<file path="src/rtl/folded_iir_pkg.sv">
// folded_iir_pkg: shared types and arithmetic helpers for the folded IIR filter.
// Saturating arithmetic is selected in the datapath with `ifdef FOLDED_IIR_SAT_EN.
package folded_iir_pkg;

  // Sequencer states: IDLE waits for a sample, MAC walks the taps.
  typedef enum logic {
    IDLE = 1'b0,
    MAC  = 1'b1
  } state_t;

  // Clamp a wide signed value to the signed range of a w-bit word.
  function automatic logic signed [63:0] sat_w(input logic signed [63:0] v, input int w);
    logic signed [63:0] hi;
    logic signed [63:0] lo;
    hi = (64'sd1 <<< (w - 1)) - 64'sd1;
    lo = -(64'sd1 <<< (w - 1));
    if (v > hi) begin
      return hi;
    end else if (v < lo) begin
      return lo;
    end
    return v;
  endfunction

  // Drop the fractional bits of a product; the low W bits of the result are
  // the product slice [FRAC+W-1:FRAC], the upper bits tell whether it overflowed.
  function automatic logic signed [63:0] prod_slice(input logic signed [63:0] p, input int frac);
    return p >>> frac;
  endfunction

endpackage

</file>
<file path="src/rtl/folded_iir_hist.sv">
// folded_iir_hist: MAX_LAG-deep ring buffer of past outputs with a write
// pointer, one lag-addressed asynchronous read port and a synchronous clear.
module folded_iir_hist
  import folded_iir_pkg::*;
#(
  parameter int W       = 16,
  parameter int MAX_LAG = 8,
  parameter int LAGW    = $clog2(MAX_LAG) + 1
) (
  input  logic            clk,
  input  logic            rst,
  input  logic            clr,
  input  logic [LAGW-1:0] rd_lag,
  output logic [W-1:0]    rd_data,
  input  logic            we,
  input  logic [W-1:0]    wr_data
);

  localparam int AW = $clog2(MAX_LAG);

  logic [W-1:0]  mem_q [MAX_LAG];
  logic [W-1:0]  mem_d [MAX_LAG];
  logic [AW-1:0] wp_q;
  logic [AW-1:0] wp_d;
  logic [AW-1:0] rd_addr;
  logic          rd_en;

  // Lag d reads the entry written d samples ago; d == MAX_LAG lands on wp,
  // the oldest entry, which is only overwritten at the end of this sample.
  always_comb begin
    rd_addr = wp_q - rd_lag[AW-1:0];
    rd_en   = (rd_lag != '0) && (rd_lag <= LAGW'(MAX_LAG));
    rd_data = rd_en ? mem_q[rd_addr] : '0;
  end

  // Per-entry next value: clear wins, otherwise the slot under wp takes the write.
  for (genvar gi = 0; gi < MAX_LAG; gi++) begin : g_entry
    assign mem_d[gi] = clr ? '0 :
                       (we && (wp_q == AW'(gi))) ? wr_data : mem_q[gi];
  end

  // Write pointer advances once per completed sample and wraps naturally.
  always_comb begin
    wp_d = wp_q;
    if (clr) begin
      wp_d = '0;
    end else if (we) begin
      wp_d = wp_q + 1'b1;
    end
  end

  // History and pointer registers.
  always_ff @(posedge clk or posedge rst) begin
    if (rst) begin
      for (int i = 0; i < MAX_LAG; i++) begin
        mem_q[i] <= '0;
      end
      wp_q <= '0;
    end else begin
      for (int i = 0; i < MAX_LAG; i++) begin
        mem_q[i] <= mem_d[i];
      end
      wp_q <= wp_d;
    end
  end

endmodule

</file>
<file path="src/rtl/folded_iir_n.sv">
// folded_iir_n: TAPS-folded IIR, Y[n] = X[n] + sum_k c_k * Y[n - d_k], using
// one multiplier and one adder over TAPS MAC cycles per sample.
// Define FOLDED_IIR_SAT_EN for saturating product slice and accumulation;
// otherwise the slice truncates and adds wrap modulo 2^W.
module folded_iir_n
  import folded_iir_pkg::*;
#(
  parameter int W       = 16,
  parameter int TAPS    = 2,
  parameter int MAX_LAG = 8,
  parameter int FRAC    = 0,
  parameter int LAGW    = $clog2(MAX_LAG) + 1
) (
  input  logic                   clk,
  input  logic                   rst,
  input  logic [W-1:0]           x_in,
  input  logic                   in_valid,
  output logic                   in_ready,
  input  logic [TAPS*W-1:0]      coef,
  input  logic [TAPS*LAGW-1:0]   lag,
  input  logic                   hist_clr,
  output logic [W-1:0]           y_out,
  output logic                   out_valid
);

  localparam int KW = (TAPS > 1) ? $clog2(TAPS) : 1;

  state_t                 state_q, state_d;
  logic [KW-1:0]          k_q, k_d;
  logic signed [W-1:0]    acc_q, acc_d;
  logic [W-1:0]           y_q, y_d;
  logic                   out_valid_q, out_valid_d;
  logic [TAPS*W-1:0]      coef_q, coef_d;
  logic [TAPS*LAGW-1:0]   lag_q, lag_d;

  logic signed [W-1:0]    coef_arr [TAPS];
  logic [LAGW-1:0]        lag_arr  [TAPS];
  logic signed [W-1:0]    tap_coef;
  logic [LAGW-1:0]        tap_lag;
  logic [W-1:0]           hist_rd;
  logic                   hist_we;
  logic signed [2*W-1:0]  prod;
  logic signed [W-1:0]    term;
  logic signed [W-1:0]    mac_sum;

  // Unpack the captured coefficient and lag vectors per tap.
  for (genvar gi = 0; gi < TAPS; gi++) begin : g_tap
    assign coef_arr[gi] = coef_q[gi*W +: W];
    assign lag_arr[gi]  = lag_q[gi*LAGW +: LAGW];
  end

  assign tap_coef  = coef_arr[k_q];
  assign tap_lag   = lag_arr[k_q];
  assign in_ready  = (state_q == IDLE);
  assign y_out     = y_q;
  assign out_valid = out_valid_q;

  folded_iir_hist #(
    .W       (W),
    .MAX_LAG (MAX_LAG),
    .LAGW    (LAGW)
  ) u_hist (
    .clk     (clk),
    .rst     (rst),
    .clr     (hist_clr),
    .rd_lag  (tap_lag),
    .rd_data (hist_rd),
    .we      (hist_we),
    .wr_data (mac_sum)
  );

  // Shared multiply-accumulate: scale the product, then add to the running sum.
  always_comb begin
    prod = tap_coef * $signed(hist_rd);
`ifdef FOLDED_IIR_SAT_EN
    term    = W'(sat_w(prod_slice(64'(prod), FRAC), W));
    mac_sum = W'(sat_w(64'(acc_q) + 64'(term), W));
`else
    term    = W'(prod_slice(64'(prod), FRAC));
    mac_sum = acc_q + term;
`endif
  end

  // Sequencer: accept a sample, step through the taps, publish on the last one.
  always_comb begin
    state_d     = state_q;
    k_d         = k_q;
    acc_d       = acc_q;
    coef_d      = coef_q;
    lag_d       = lag_q;
    y_d         = y_q;
    out_valid_d = 1'b0;
    hist_we     = 1'b0;
    if (hist_clr) begin
      // Abort any sample in flight; y_out keeps its last value.
      state_d = IDLE;
      k_d     = '0;
    end else begin
      case (state_q)
        IDLE: begin
          if (in_valid) begin
            acc_d   = $signed(x_in);
            coef_d  = coef;
            lag_d   = lag;
            k_d     = '0;
            state_d = MAC;
          end
        end
        MAC: begin
          acc_d = mac_sum;
          if (k_q == KW'(TAPS - 1)) begin
            hist_we     = 1'b1;
            y_d         = mac_sum;
            out_valid_d = 1'b1;
            k_d         = '0;
            state_d     = IDLE;
          end else begin
            k_d = k_q + 1'b1;
          end
        end
        default: state_d = IDLE;
      endcase
    end
  end

  // Sequencer and output registers.
  always_ff @(posedge clk or posedge rst) begin
    if (rst) begin
      state_q     <= IDLE;
      k_q         <= '0;
      acc_q       <= '0;
      coef_q      <= '0;
      lag_q       <= '0;
      y_q         <= '0;
      out_valid_q <= 1'b0;
    end else begin
      state_q     <= state_d;
      k_q         <= k_d;
      acc_q       <= acc_d;
      coef_q      <= coef_d;
      lag_q       <= lag_d;
      y_q         <= y_d;
      out_valid_q <= out_valid_d;
    end
  end

endmodule

</file>
<file path="config.mk">
export PLATFORM = sky130hd
export DESIGN_NAME = folded_iir_n
export DESIGN_NICKNAME = d
export VERILOG_FILES = /design/src/rtl/folded_iir_pkg.sv /design/src/rtl/folded_iir_hist.sv /design/src/rtl/folded_iir_n.sv
export SDC_FILE = /design/constraint.sdc
export NUM_CORES = 1
export LEC_CHECK = 0
export ABC_AREA = 1
export BUFFER_PORTS_ARGS = -buffer_cell sky130_fd_sc_hd__buf_2
export CORE_MARGIN = 4
export CORE_UTILIZATION = 40
export CTS_BUF_LIST = sky130_fd_sc_hd__clkbuf_8
export DETAILED_ROUTE_END_ITERATION = 12
export SLEW_MARGIN = 15
export SYNTH_ARGS = -nofsm -noshare
export SYNTH_HDL_FRONTEND = slang
export SYNTH_HIERARCHICAL = 1
export SYNTH_SLANG_ARGS = --single-unit
</file>
<file path="constraint.sdc">
create_clock -name clk -period 15.6 [get_ports clk]
set_input_delay 3.12 -clock clk [delete_from_list [all_inputs] [get_ports clk]]
set_output_delay 3.12 -clock clk [all_outputs]
set_load 0.05 [all_outputs]
</file>
==> results by group, run 1 <==
Run status
  • Outcome: complete, no violations

Finish
  • Layout cell share with drive strength beyond 1: 12.9%
  • FILL cells: 3734
  • Most common cell after layout, fill and taps aside: nand2_1
  • Antenna Cells: 0
  • Area Overhead vs Synth: 9.76%
  • Final Cell Area: 16400 sq um
  • # nets final: 2223
  • Commonest non-fill, non-tap cells in the layout: nand2_1, inv_1, dfrtp_1

Route
  • First DRT Iteration DRCs: 1000
  • Vias: 12500
  • DRC viols: 0
  • WL/cell: 16.7 um
  • Drt first pass iters: 6
  • DR vias/cell: 5.01
  • Final antenna-violating net count: 0
  • WL final: 41500 um

Run
  • Max-Cap Viols: 0

Timing
  • Final Setup Violations: 0
  • Setup TNS: 0 ps
  • Unrepaired setup endpoints after global routing: no
  • Final hold vios: 0
  • Clk_skew: 23.4 ps
  • Max-Slew Margin vs Limit: 21.8%
  • Achievable Freq: 111 MHz
  • Worst hold slack: 473 ps
  • Final Cycle Share: 57.7%
  • Minimum clock period: 9010 ps
  • Max-slew violations: 0
  • Slew at the pin closest to its max-slew limit: 1170 ps

Logic synthesis
  • Unique masters post-synth: 39
  • Post-synthesis sequential area ratio: 34.5%
  • Post-Syn Instances: 1939
  • Net count after synthesis: 2166
  • Post-Syn Area: 14900 sq um
  • Yosys reg bits: 206
  • Syn Area/Cell: 7.70 sq um
  • Synth warnings: 6

Global route
  • Pin count of the biggest net entering global routing: 78
  • GRT Total Usage: 20.6%
  • GRT overflow: 0
  • Vias in the first global route: 12500
  • First-pass GRT wire length: 68000 um
  • Initial antenna violation count: 0

Floorplan
  • Starting density of the core: 40.7%
  • Core footprint: 36700 sq um
  • Die Area: 40500 sq um
  • Die Ht: 201 um
  • I/O pins: 78
  • FP Rows: 70
  • Die width: 201 um

Setup path
  • Slowest CP cell: fa_1
  • Worst path most repeated cell: fa_1
  • Top Family by Delay on Critical Path: adder cells
  • CP endpoint kind: register
  • CP Max Fanout: 33
  • CP Class: register to register
  • Setup crit start kind: register
  • Worst path max stage delay: 570 ps
  • Crit path DAT: 9500 ps
  • Buffers & Inverters on Critical Path: 8
  • Worst EP required: 16090 ps

Clock tree
  • Root buffer cell: clkbuf_8
  • CTS clk-pin slew, worst paths: 50 ps
  • CTS tree: built
  • Setup repair bufs after CTS: 0
  • Max Buffers Root-to-Sink: 3
  • Hold_buf cts: 0
  • # H-tree levels: 2
  • Clk_lat worst skew: 550 ps
  • TritonCTS buffer count: 40
  • Resized Gates After CTS: 0
  • Clock sinks: 206

Placement
  • Port bufs: 77
  • Placed Area: 15600 sq um
  • Hpwl dp: 29300 um
  • GP Congestion: 0.896

Hold path
  • Hold Path Class: register to register
==> routing by layer <==
| layer | routed length, um | vias to the layer above | track usage [%] |
|---|---|---|---|
| li1 | - | 5980 | - |
| met1 | 19300 | 6036 | 30.2 |
| met3 | 2820 | 59 | 3.72 |
| met5 | 0 | - | 0 |
| met2 | 18700 | 393 | 32.4 |
| met4 | 603 | 0 | 4.13 |
==> through the flow <==
stage | utilization, % | cells | setup WS [ps]
2_1_floorplan | - | 1939 | 7880
3_3_place_gp | 42.6 | 2422 | 6780
3_5_place_dp | 42.6 | 2422 | 6550
4_1_cts | 44.7 | 2487 | 6520
5_1_grt | 44.7 | 2487 | 5880
6_report | 44.7 | 2487 | 6590
==> final timing paths <==
path                          start               end  slack [ps]  cells after the start
min reg2reg                y_out[6]          y_out[6]         470                      2
max in group asynchronous       rst    u_hist/wp_q[0]       11360                      3
max                             k_q  u_hist/mem_q[79]        6590                     31
min                        y_out[6]          y_out[6]         470                      2
min in group asynchronous       rst          acc_q[2]        2570                      2
max reg2reg                     k_q  u_hist/mem_q[79]        6590                     31
==> state kept, by name (all words and copies together), names as in the netlist <==
register,flops
state_q,1
coef_q,32
lag_q,8
k_q,1
u_hist/mem_q,128
y_out,16
acc_q,16
out_valid,1
u_hist/wp_q,3
==> cells by family after synthesis <==
logic type | count (synthesis) | synth area share, %
AO/OA/AOI/OAI | 148 | 5.41
XOR/XNOR | 14 | 0.821
adder cells (fa/ha/maj) | 167 | 18.7
buffers and inverters | 424 | 11.4
flip-flops | 206 | 34.5
multiplexers | 38 | 2.87
AND/OR/NAND/NOR | 942 | 26.3
==> worst register-to-register path: cells and delay by family (launching register included) <==
family / cells / cell delay (ps)
adder cells (fa/ha/maj): 8 / 3860
buffers and inverters: 8 / 2150
AND/OR/NAND/NOR: 11 / 1840
AO/OA/AOI/OAI: 3 / 450
flip-flops: 1 / 390
multiplexers: 1 / 270
==> cell usage after synthesis (all sizes together) <==
master    n  share of area [%]
a211oi    1              0.050
a21oi    36                1.2
a31oi     7               0.29
buf      42                1.8
clkbuf   34               0.88
clkinv    2              0.050
dfrtp   206                 35
fa       94                 13
ha       73                6.1
inv     346                8.7
mux2     38                2.9
nand2   603                 16
nand3   144                4.9
nand3b    5               0.34
nand4     1              0.042
nor2    181                5.0
nor3      3               0.10
o21a      1              0.050
o21ai    98                3.6
o21bai    3               0.15
o221ai    1              0.059
o22ai     1              0.042
or2       5               0.21
xnor2     2               0.12
xor2     12               0.70
==> cell type report <==
cell class	count	area [sq um]	share of cell area [%]
clock buffers	48	661	4.03
clock inverters	17	101	0.618
inverters	348	1310	7.99
multi-input cells	1309	8090	49.3
flip-flops and latches	206	5150	31.5
well taps	468	586	3.57
repair buffers	91	490	2.99
Power of run 1 is left out: the tool's default activity adds up to more than one toggle a clock period on the data nets, which glitch-free logic cannot reach.
==> inputs of run 2 (changes only) <==
--- a/config.mk
+++ b/config.mk
@@ -5,7 +5,7 @@
 export SDC_FILE = /design/constraint.sdc
 export NUM_CORES = 1
 export LEC_CHECK = 0
-export ABC_AREA = 1
+export ABC_AREA = 0
 export BUFFER_PORTS_ARGS = -buffer_cell sky130_fd_sc_hd__buf_2
 export CORE_MARGIN = 4
 export CORE_UTILIZATION = 40
==> constraint.sdc (replaced) <==
create_clock -name clk -period 7.5 [get_ports clk]
set_input_delay 1.5 -clock clk [delete_from_list [all_inputs] [get_ports clk]]
set_output_delay 1.5 -clock clk [all_outputs]
set_load 0.05 [all_outputs]
==> run 2 against run 1 <==
Hold slack worse by 2.2 ps. Sequential cell count unchanged. Count of clock-buffer cells in the layout down 4. Critical path type unchanged. Highest routed layer unchanged.
==> results by group, run 2 <==
Run status
  • Outcome: complete, no violations

Floorplan
  • Starting density of the core: 40.4% (-0.30 points)
  • Die width: 197 um (-1.9%)
  • I/O pins: 78 (unchanged)
  • Die Ht: 197 um (-1.9%)
  • Core footprint: 35500 sq um (-3.3%)
  • Die Area: 38900 sq um (-3.9%)
  • FP Rows: 69 (-1.4%)

Logic synthesis
  • Most instantiated library cell after synthesis: nand2_1
  • Predominant post-synthesis flop cell: dfrtp_1
  • Yosys reg bits: 206 (unchanged)
  • Number of flops mapped to enable cells by yosys: 0 (unchanged)
  • Unique masters post-synth: 50 (+28%)
  • Net count after synthesis: 1692 (-22%)
  • Post-synth top area cell: dfrtp_1
  • Post-Syn Area: 14300 sq um (-4.0%)
  • Async set-reset flop share out of synthesis: 100% (unchanged)
  • Yosys top cell area share: 36.0% (+1.4 points)
  • Area contributors post-synth: dfrtp_1, fa_1, nand2_1
  • Post-Syn Instances: 1465 (-24%)
  • Syn Area/Cell: 9.78 sq um (+27%)
  • Leading post-synthesis cells by instance count: nand2_1, dfrtp_1, inv_1, a21oi_1, fa_1
  • Post-synthesis sequential area ratio: 36.0% (+1.4 points)
  • Synth warnings: 6 (unchanged)

Placement
  • Hpwl dp: 27100 um (-7.5%)
  • Port bufs: 77 (unchanged)
  • GP Congestion: 0.856 (-4.4%)
  • Placed Area: 15500 sq um (-0.95%)

Finish
  • Most flops, register: u_hist/mem_q
  • # nets final: 1798 (-19%)
  • Antenna Cells: 0 (unchanged)
  • Max reg flops: 128 (unchanged)
  • Biggest regs: u_hist/mem_q: 128 flops, coef_q: 32 flops
  • Commonest non-fill, non-tap cells in the layout: nand2_1, dfrtp_1, inv_1
  • Most common cell after layout, fill and taps aside: nand2_1
  • Area Overhead vs Synth: 15.8%
  • Final Cell Area: 16600 sq um (+1.3%)
  • Layout cell share with drive strength beyond 1: 23.1% (+10 points)

Power and ir drop
  • Switch share: 42.6%
  • Share of power burned in registers: 26.9%
  • Clock share of power: 20.8%
  • Power, Total: 5.10 mW
  • VDD IR-drop max: 345 uV
  • P_sw: 2.17 mW
  • Leakage power: 7.75 nW
  • PwrDens: 307 nW/um^2
  • Combinational power share: 52.2%
  • Int Pwr: 2.93 mW

Setup path
  • Crit path DAT: 7920 ps (-1580 ps)
  • Reg2reg end: u_hist/mem_q[46]
  • R2r startpoint: k_q
  • Critical Path Start: k_q
  • CP endpoint kind: register
  • Worst path max stage delay: 550 ps (-20 ps)
  • Register-to-Register Path Depth: 33 (+6.5%)
  • CP Class: register to register
  • CP Max Fanout: 8 (-76%)
  • Setup crit end: u_hist/mem_q[46]
  • Worst EP required: 7960 ps (-8130 ps)
  • Setup crit start kind: register
  • R2R setup slack: 50 ps (-6550 ps)
  • Slowest CP cell: fa_1
  • Worst path most repeated cell: fa_1

Global route
  • Met1 GRT Util: 25.9% (-4.3 points)
  • Most used routing layer: met2
  • Vias in the first global route: 11000 (-12%)
  • GRT Total Usage: 19.7% (-0.92 points)
  • Initial antenna violation count: 0 (unchanged)
  • GRT overflow: 0 (unchanged)
  • GR Util met2: 33.3% (+0.83 points)
  • Pin count of the biggest net entering global routing: 77 (-1.3%)
  • First-pass GRT wire length: 60400 um (-11%)
  • Grt met3 use: 3.85% (+0.13 points)

Timing
  • Final Setup Violations: 0 (unchanged)
  • Final Cycle Share: 99.4% (+42 points)
  • Minimum clock period: 7450 ps (-1550 ps)
  • Clk_skew: 15.7 ps (-7.68 ps)
  • Max-slew violations: 0 (unchanged)
  • Unrepaired setup endpoints after global routing: yes
  • Slew at the pin closest to its max-slew limit: 1090 ps (-81.5 ps)
  • Achievable Freq: 134 MHz (+21%)
  • Final hold vios: 0 (unchanged)
  • Max-Slew Margin vs Limit: 27.2% (+5.4 points)

Clock tree
  • Hold_buf cts: 0 (unchanged)
  • # H-tree levels: 2 (unchanged)
  • Clock sinks: 206 (unchanged)
  • Clk_lat worst skew: 540 ps (about the same)
  • Max Buffers Root-to-Sink: 3 (unchanged)
  • Root buffer cell: clkbuf_8
  • CTS clk-pin slew, worst paths: 60 ps (about the same)
  • CTS tree: built
  • TritonCTS buffer count: 38 (-5.0%)

Route
  • WL/cell: 18.6 um (+11%)
  • DRC viols: 0 (unchanged)
  • Final antenna-violating net count: 0 (unchanged)
  • WL final: 38200 um (-7.9%)
  • DR vias/cell: 5.09 (+1.4%)
  • Drt first pass iters: 5 (-1)
  • First DRT Iteration DRCs: 783 (-22%)
  • Vias: 10500 (-16%)

Hold path
  • Hold Path Class: register to register

Run
  • Max-Cap Viols: 0 (unchanged)
-- run 2: cell types whose count changed in the layout (fill, tap and decap cells not counted), moves of 32 or more --
cell	change
nand2_2	-32
inv_1	-162
nand2_1	-256
and2_1	+64
nand3_1	-138
buf_4	+48
mux4_2	+32
o21ai_0	-39
nor2_1	-144
a21oi_1	+60
-- run 2: metrics by stage --
stage / TNS, ps / util [%] / cells / hold WS (ps) / setup slack, ps
finish: 0 / 46.8 / 2057 / 470 / 46.1
global route: -2900 / 46.8 / 2057 / 504 / -171
CTS: 0 / 45.8 / 2051 / 478 / 12.9
detailed placement: -1310 / 43.6 / 1985 / 465 / -132
global placement: 0 / 43.6 / 1985 / 458 / 7.65
floorplan: -464 / - / 1465 / 445 / -78.8
-- run 2: cell families (layout without fill, tap and decap cells) --
group	Yosys count	in the layout	synth area share [%]
AO/OA/AOI/OAI	185	185	6.77
XOR/XNOR	43	43	2.98
adder cells (fa/ha/maj)	167	167	19.5
buffers and inverters	261	392	7.41
flip-flops	206	206	36.0
multiplexers	126	126	12.3
AND/OR/NAND/NOR	477	477	15.0
-- run 2: how the worst min path moves through the flow --
stage	start	end	slack [ps]	depth (start not counted)
after floorplan	u_hist/mem_q[0]	u_hist/mem_q[0]	440	2
after global placement	u_hist/mem_q[10]	u_hist/mem_q[10]	460	2
final	y_out[14]	y_out[14]	470	2
after detailed placement	y_out[14]	y_out[14]	460	2
after global routing	y_out[3]	y_out[3]	500	2
after CTS	y_out[14]	y_out[14]	480	2
-- run 2: critical path, delay by kind of cell (launching register included) --
family / cells / cell delay [ps]
and+or+nand+nor: 5 / 560
AOI/OAI and AO/OA: 5 / 760
muxes: 3 / 800
adders and majority gates: 9 / 3740
DFF: 1 / 400
buffers and inverters: 11 / 1130
-- run 2: cell type report --
type,instances,area [sq um]
Clock buffer,44,606
Clock inverter,21,134
Fill cell,3299,18900
Inverter,181,683
Sequential cell,206,5150
Tap cell,461,577
Timing Repair Buffer,146,967
Multi-Input combinational cell,998,8480
-- run 2: power by group through the flow --
stage	combinational [mW]	sequential, mW	clock (mW)
6_report	2.67	1.37	1.06
5_1_grt	2.90	1.39	1.15
4_1_cts	2.39	1.38	1.09
3_5_place_dp	2.34	1.39	0
3_3_place_gp	2.31	1.39	0
2_1_floorplan	1.38	1.50	0
-- run 2: repair_timing --
item | CTS | global route
cloned | 0 | 1
gates resized for setup | 12 | 66
setup buffers | 1 | 5
pin swaps | 1 | 27
setup endpoints to repair | 25 | 47
-- run 2: per-layer routing --
layer  routed length, um  share of wire, %
met2               18900                49
met3                2170               5.7
met4                1170               3.1
met5                   0                 0
met1               16000                42
Note: power is estimated with default switching activity, not from simulation.
==> inputs of run 3 (changes only) <==
--- a/config.mk
+++ b/config.mk
@@ -11,6 +11,7 @@
 export CORE_UTILIZATION = 40
 export CTS_BUF_LIST = sky130_fd_sc_hd__clkbuf_8
 export DETAILED_ROUTE_END_ITERATION = 12
+export PLACE_DENSITY = 0.57
 export SLEW_MARGIN = 15
 export SYNTH_ARGS = -nofsm -noshare
 export SYNTH_HDL_FRONTEND = slang
==> run 3 against run 2 <==
The run now ends with setup timing left. Combinational power rose by 13%. Global-route usage rose by 1.0 points. Fmax fell by 1.4%. Hold slack improved by 1.3 ps. Design area rose by 1.8%. Core utilization rose by 0.85 points. Critical path depth did not move. Clock power barely moved. Worst setup slack got worse by 100 ps. Clock skew rose by 15 ps. Sequential power barely moved. Non-clock buffer count rose by 18. Highest routed layer unchanged.
==> results by group, run 3 (same netlist as run 2, synthesis figures left out) <==
Setup path
  • Worst path max stage delay: 520 ps (-30 ps)
  • CP endpoint kind: register
  • Register-to-Register Path Depth: 33 (unchanged)
  • R2r startpoint: k_q
  • CP Class: register to register
  • Reg2reg end: u_hist/mem_q[31]
  • Worst EP required: 7910 ps (-50 ps)
  • CP Max Fanout: 7 (-1)
  • Crit path DAT: 7970 ps (+50 ps)
  • R2R setup slack: -60 ps (-100 ps)
  • Slowest CP cell: fa_1
  • Worst path most repeated cell: fa_1
  • Critical Path Start: k_q
  • Setup crit start kind: register

Placement
  • GP Congestion: 0.859 (+0.43%)
  • Pre-CTS setup slack: -32.5 ps (+99.5 ps)
  • Port bufs: 77 (unchanged)
  • Placed cells: 1988 (+0.15%)
  • Hpwl dp: 27500 um (+1.8%)

Finish
  • Layout cell share with drive strength beyond 1: 25.1% (+2.0 points)
  • # nets final: 1816 (+1.0%)
  • Biggest regs: u_hist/mem_q: 128 flops, coef_q: 32 flops
  • Most flops, register: u_hist/mem_q
  • Antenna Cells: 0 (unchanged)
  • FILL cells: 3355 (+1.7%)
  • Commonest non-fill, non-tap cells in the layout: nand2_1, dfrtp_1, inv_1
  • Area Overhead vs Synth: 18.0%
  • Most common cell after layout, fill and taps aside: nand2_1
  • Max reg flops: 128 (unchanged)
  • Fin cells: 2073 (+0.78%)

Global route
  • Most used routing layer: met2
  • GR Util met2: 35.8% (+2.5 points)
  • First-pass GRT wire length: 63000 um (+4.3%)
  • GRT Total Usage: 20.7% (+1.0 points)
  • Met1 GRT Util: 26.6% (+0.65 points)
  • Initial antenna violation count: 0 (unchanged)
  • Pin count of the biggest net entering global routing: 87 (+13%)
  • Vias in the first global route: 11300 (+2.6%)
  • GRT overflow: 0 (unchanged)
  • Grt met3 use: 3.70% (-0.15 points)

Timing
  • Final hold vios: 0 (unchanged)
  • Final worst setup slack: -57.0 ps (-103 ps)
  • Final Setup Violations: 8 (+8)
  • Worst hold slack: 472 ps (+1.35 ps)
  • Minimum clock period: 7560 ps (+103 ps)
  • Max-slew violations: 0 (unchanged)
  • Unrepaired setup endpoints after global routing: yes
  • Clk_skew: 30.5 ps (+14.7 ps)
  • Max-Slew Margin vs Limit: 26.2% (-1.0 points)
  • Setup TNS: -357 ps (-357 ps)
  • Slew at the pin closest to its max-slew limit: 1100 ps (+10.5 ps)
  • Achievable Freq: 132 MHz (-1.4%)
  • Final Cycle Share: 101% (+1.4 points)

Clock tree
  • Clock sinks: 206 (unchanged)
  • TritonCTS buffer count: 38 (unchanged)
  • Root buffer cell: clkbuf_8
  • Clk_lat worst skew: 590 ps (+50 ps)
  • Hold_buf cts: 0 (unchanged)
  • CTS tree: built
  • CTS clk-pin slew, worst paths: 60 ps (about the same)
  • Max Buffers Root-to-Sink: 3 (unchanged)
  • # H-tree levels: 2 (unchanged)

Hold path
  • Hold wc startpoint: y_out[3]
  • WHS Endpoint: y_out[3]
  • Hold Crit Depth: 2 (unchanged)
  • Hold Path Class: register to register

Power and ir drop
  • PwrDens: 322 nW/um^2 (+4.8%)
  • VDD IR-drop max: 429 uV (+24%)
  • Power, Total: 5.44 mW (+6.7%)
  • Leakage power: 7.81 nW (+0.72%)

Run status
  • Violated checks: setup timing
  • Outcome: complete, but fails checks

Route
  • Drt first pass iters: 5 (unchanged)
  • DR vias/cell: 5.10 (+0.30%)
  • DRC viols: 0 (unchanged)
  • First DRT Iteration DRCs: 727 (-7.2%)
  • WL final: 40000 um (+4.7%)
  • Final antenna-violating net count: 0 (unchanged)
  • Vias: 10600 (+1.1%)
  • WL/cell: 19.3 um (+3.9%)

Floorplan
  • Die Ht: 197 um (unchanged)
  • FP Rows: 69 (unchanged)
  • I/O pins: 78 (unchanged)
  • Core footprint: 35500 sq um (unchanged)
  • Die Area: 38900 sq um (unchanged)
  • Starting density of the core: 40.4% (unchanged)
  • Die width: 197 um (unchanged)

Run
  • Max-Cap Viols: 0 (unchanged)
run 3: worst max-delay path: cells and delay by family, from the launching register on:
kind / cells / cell delay (ps)
XOR/XNOR: 1 / 200
multiplexers: 3 / 770
flip-flops: 1 / 400
AND/OR/NAND/NOR: 5 / 770
adder cells (fa/ha/maj): 9 / 3810
AO/OA/AOI/OAI: 4 / 470
buffers and inverters: 11 / 960
run 3: worst max path at each step:
stage                  endpoint  slack (ps)  cells past startpoint
3_5_place_dp   u_hist/mem_q[14]         -30                     31
3_3_place_gp   u_hist/mem_q[78]          40                     31
2_1_floorplan  u_hist/mem_q[79]         -80                     36
5_1_grt        u_hist/mem_q[31]        -310                     33
4_1_cts        u_hist/mem_q[47]          10                     32
6_report       u_hist/mem_q[31]         -60                     33
run 3: routing by layer:
layer | wire length, um | up-vias
li1 | - | 4922
met4 | 1120 | 0
met1 | 16800 | 5320
met5 | 0 | -
met3 | 2050 | 74
met2 | 20000 | 258
run 3: report_power, final:
group | internal (mW) | leakage, nW | switching [mW] | total [mW]
Combinational | 1.30 | 4.67 | 1.71 | 3.01
Sequential | 1.28 | 2.72 | 0.0987 | 1.38
Clock | 0.561 | 0.413 | 0.492 | 1.05
Total | 3.14 | 7.81 | 2.30 | 5.44
run 3: per-stage QoR:
| step | util, % | instance area (sq um) |
|---|---|---|
| after floorplan | - | 14400 |
| final | 47.6 | 16900 |
| after global routing | 47.6 | 16900 |
| after CTS | 46.1 | 16400 |
| after global placement | 43.8 | 15500 |
| after detailed placement | 43.8 | 15500 |
run 3: final cells by class:
cell class	count	area, sq um	share of cell area [%]
Clock inverter	20	129	0.762
Multi-Input combinational cell	998	8530	50.5
Timing Repair Buffer	164	1220	7.25
Inverter	181	698	4.13
Clock buffer	43	592	3.50
Sequential cell	206	5150	30.5
Tap cell	461	577	3.41
run 3: repair_timing:
action                     4_1_cts  5_1_grt
pin swaps                        6       43
gates resized for setup         15       91
cloned                           0        2
buffers inserted                 6       17
setup endpoints to repair       15       46
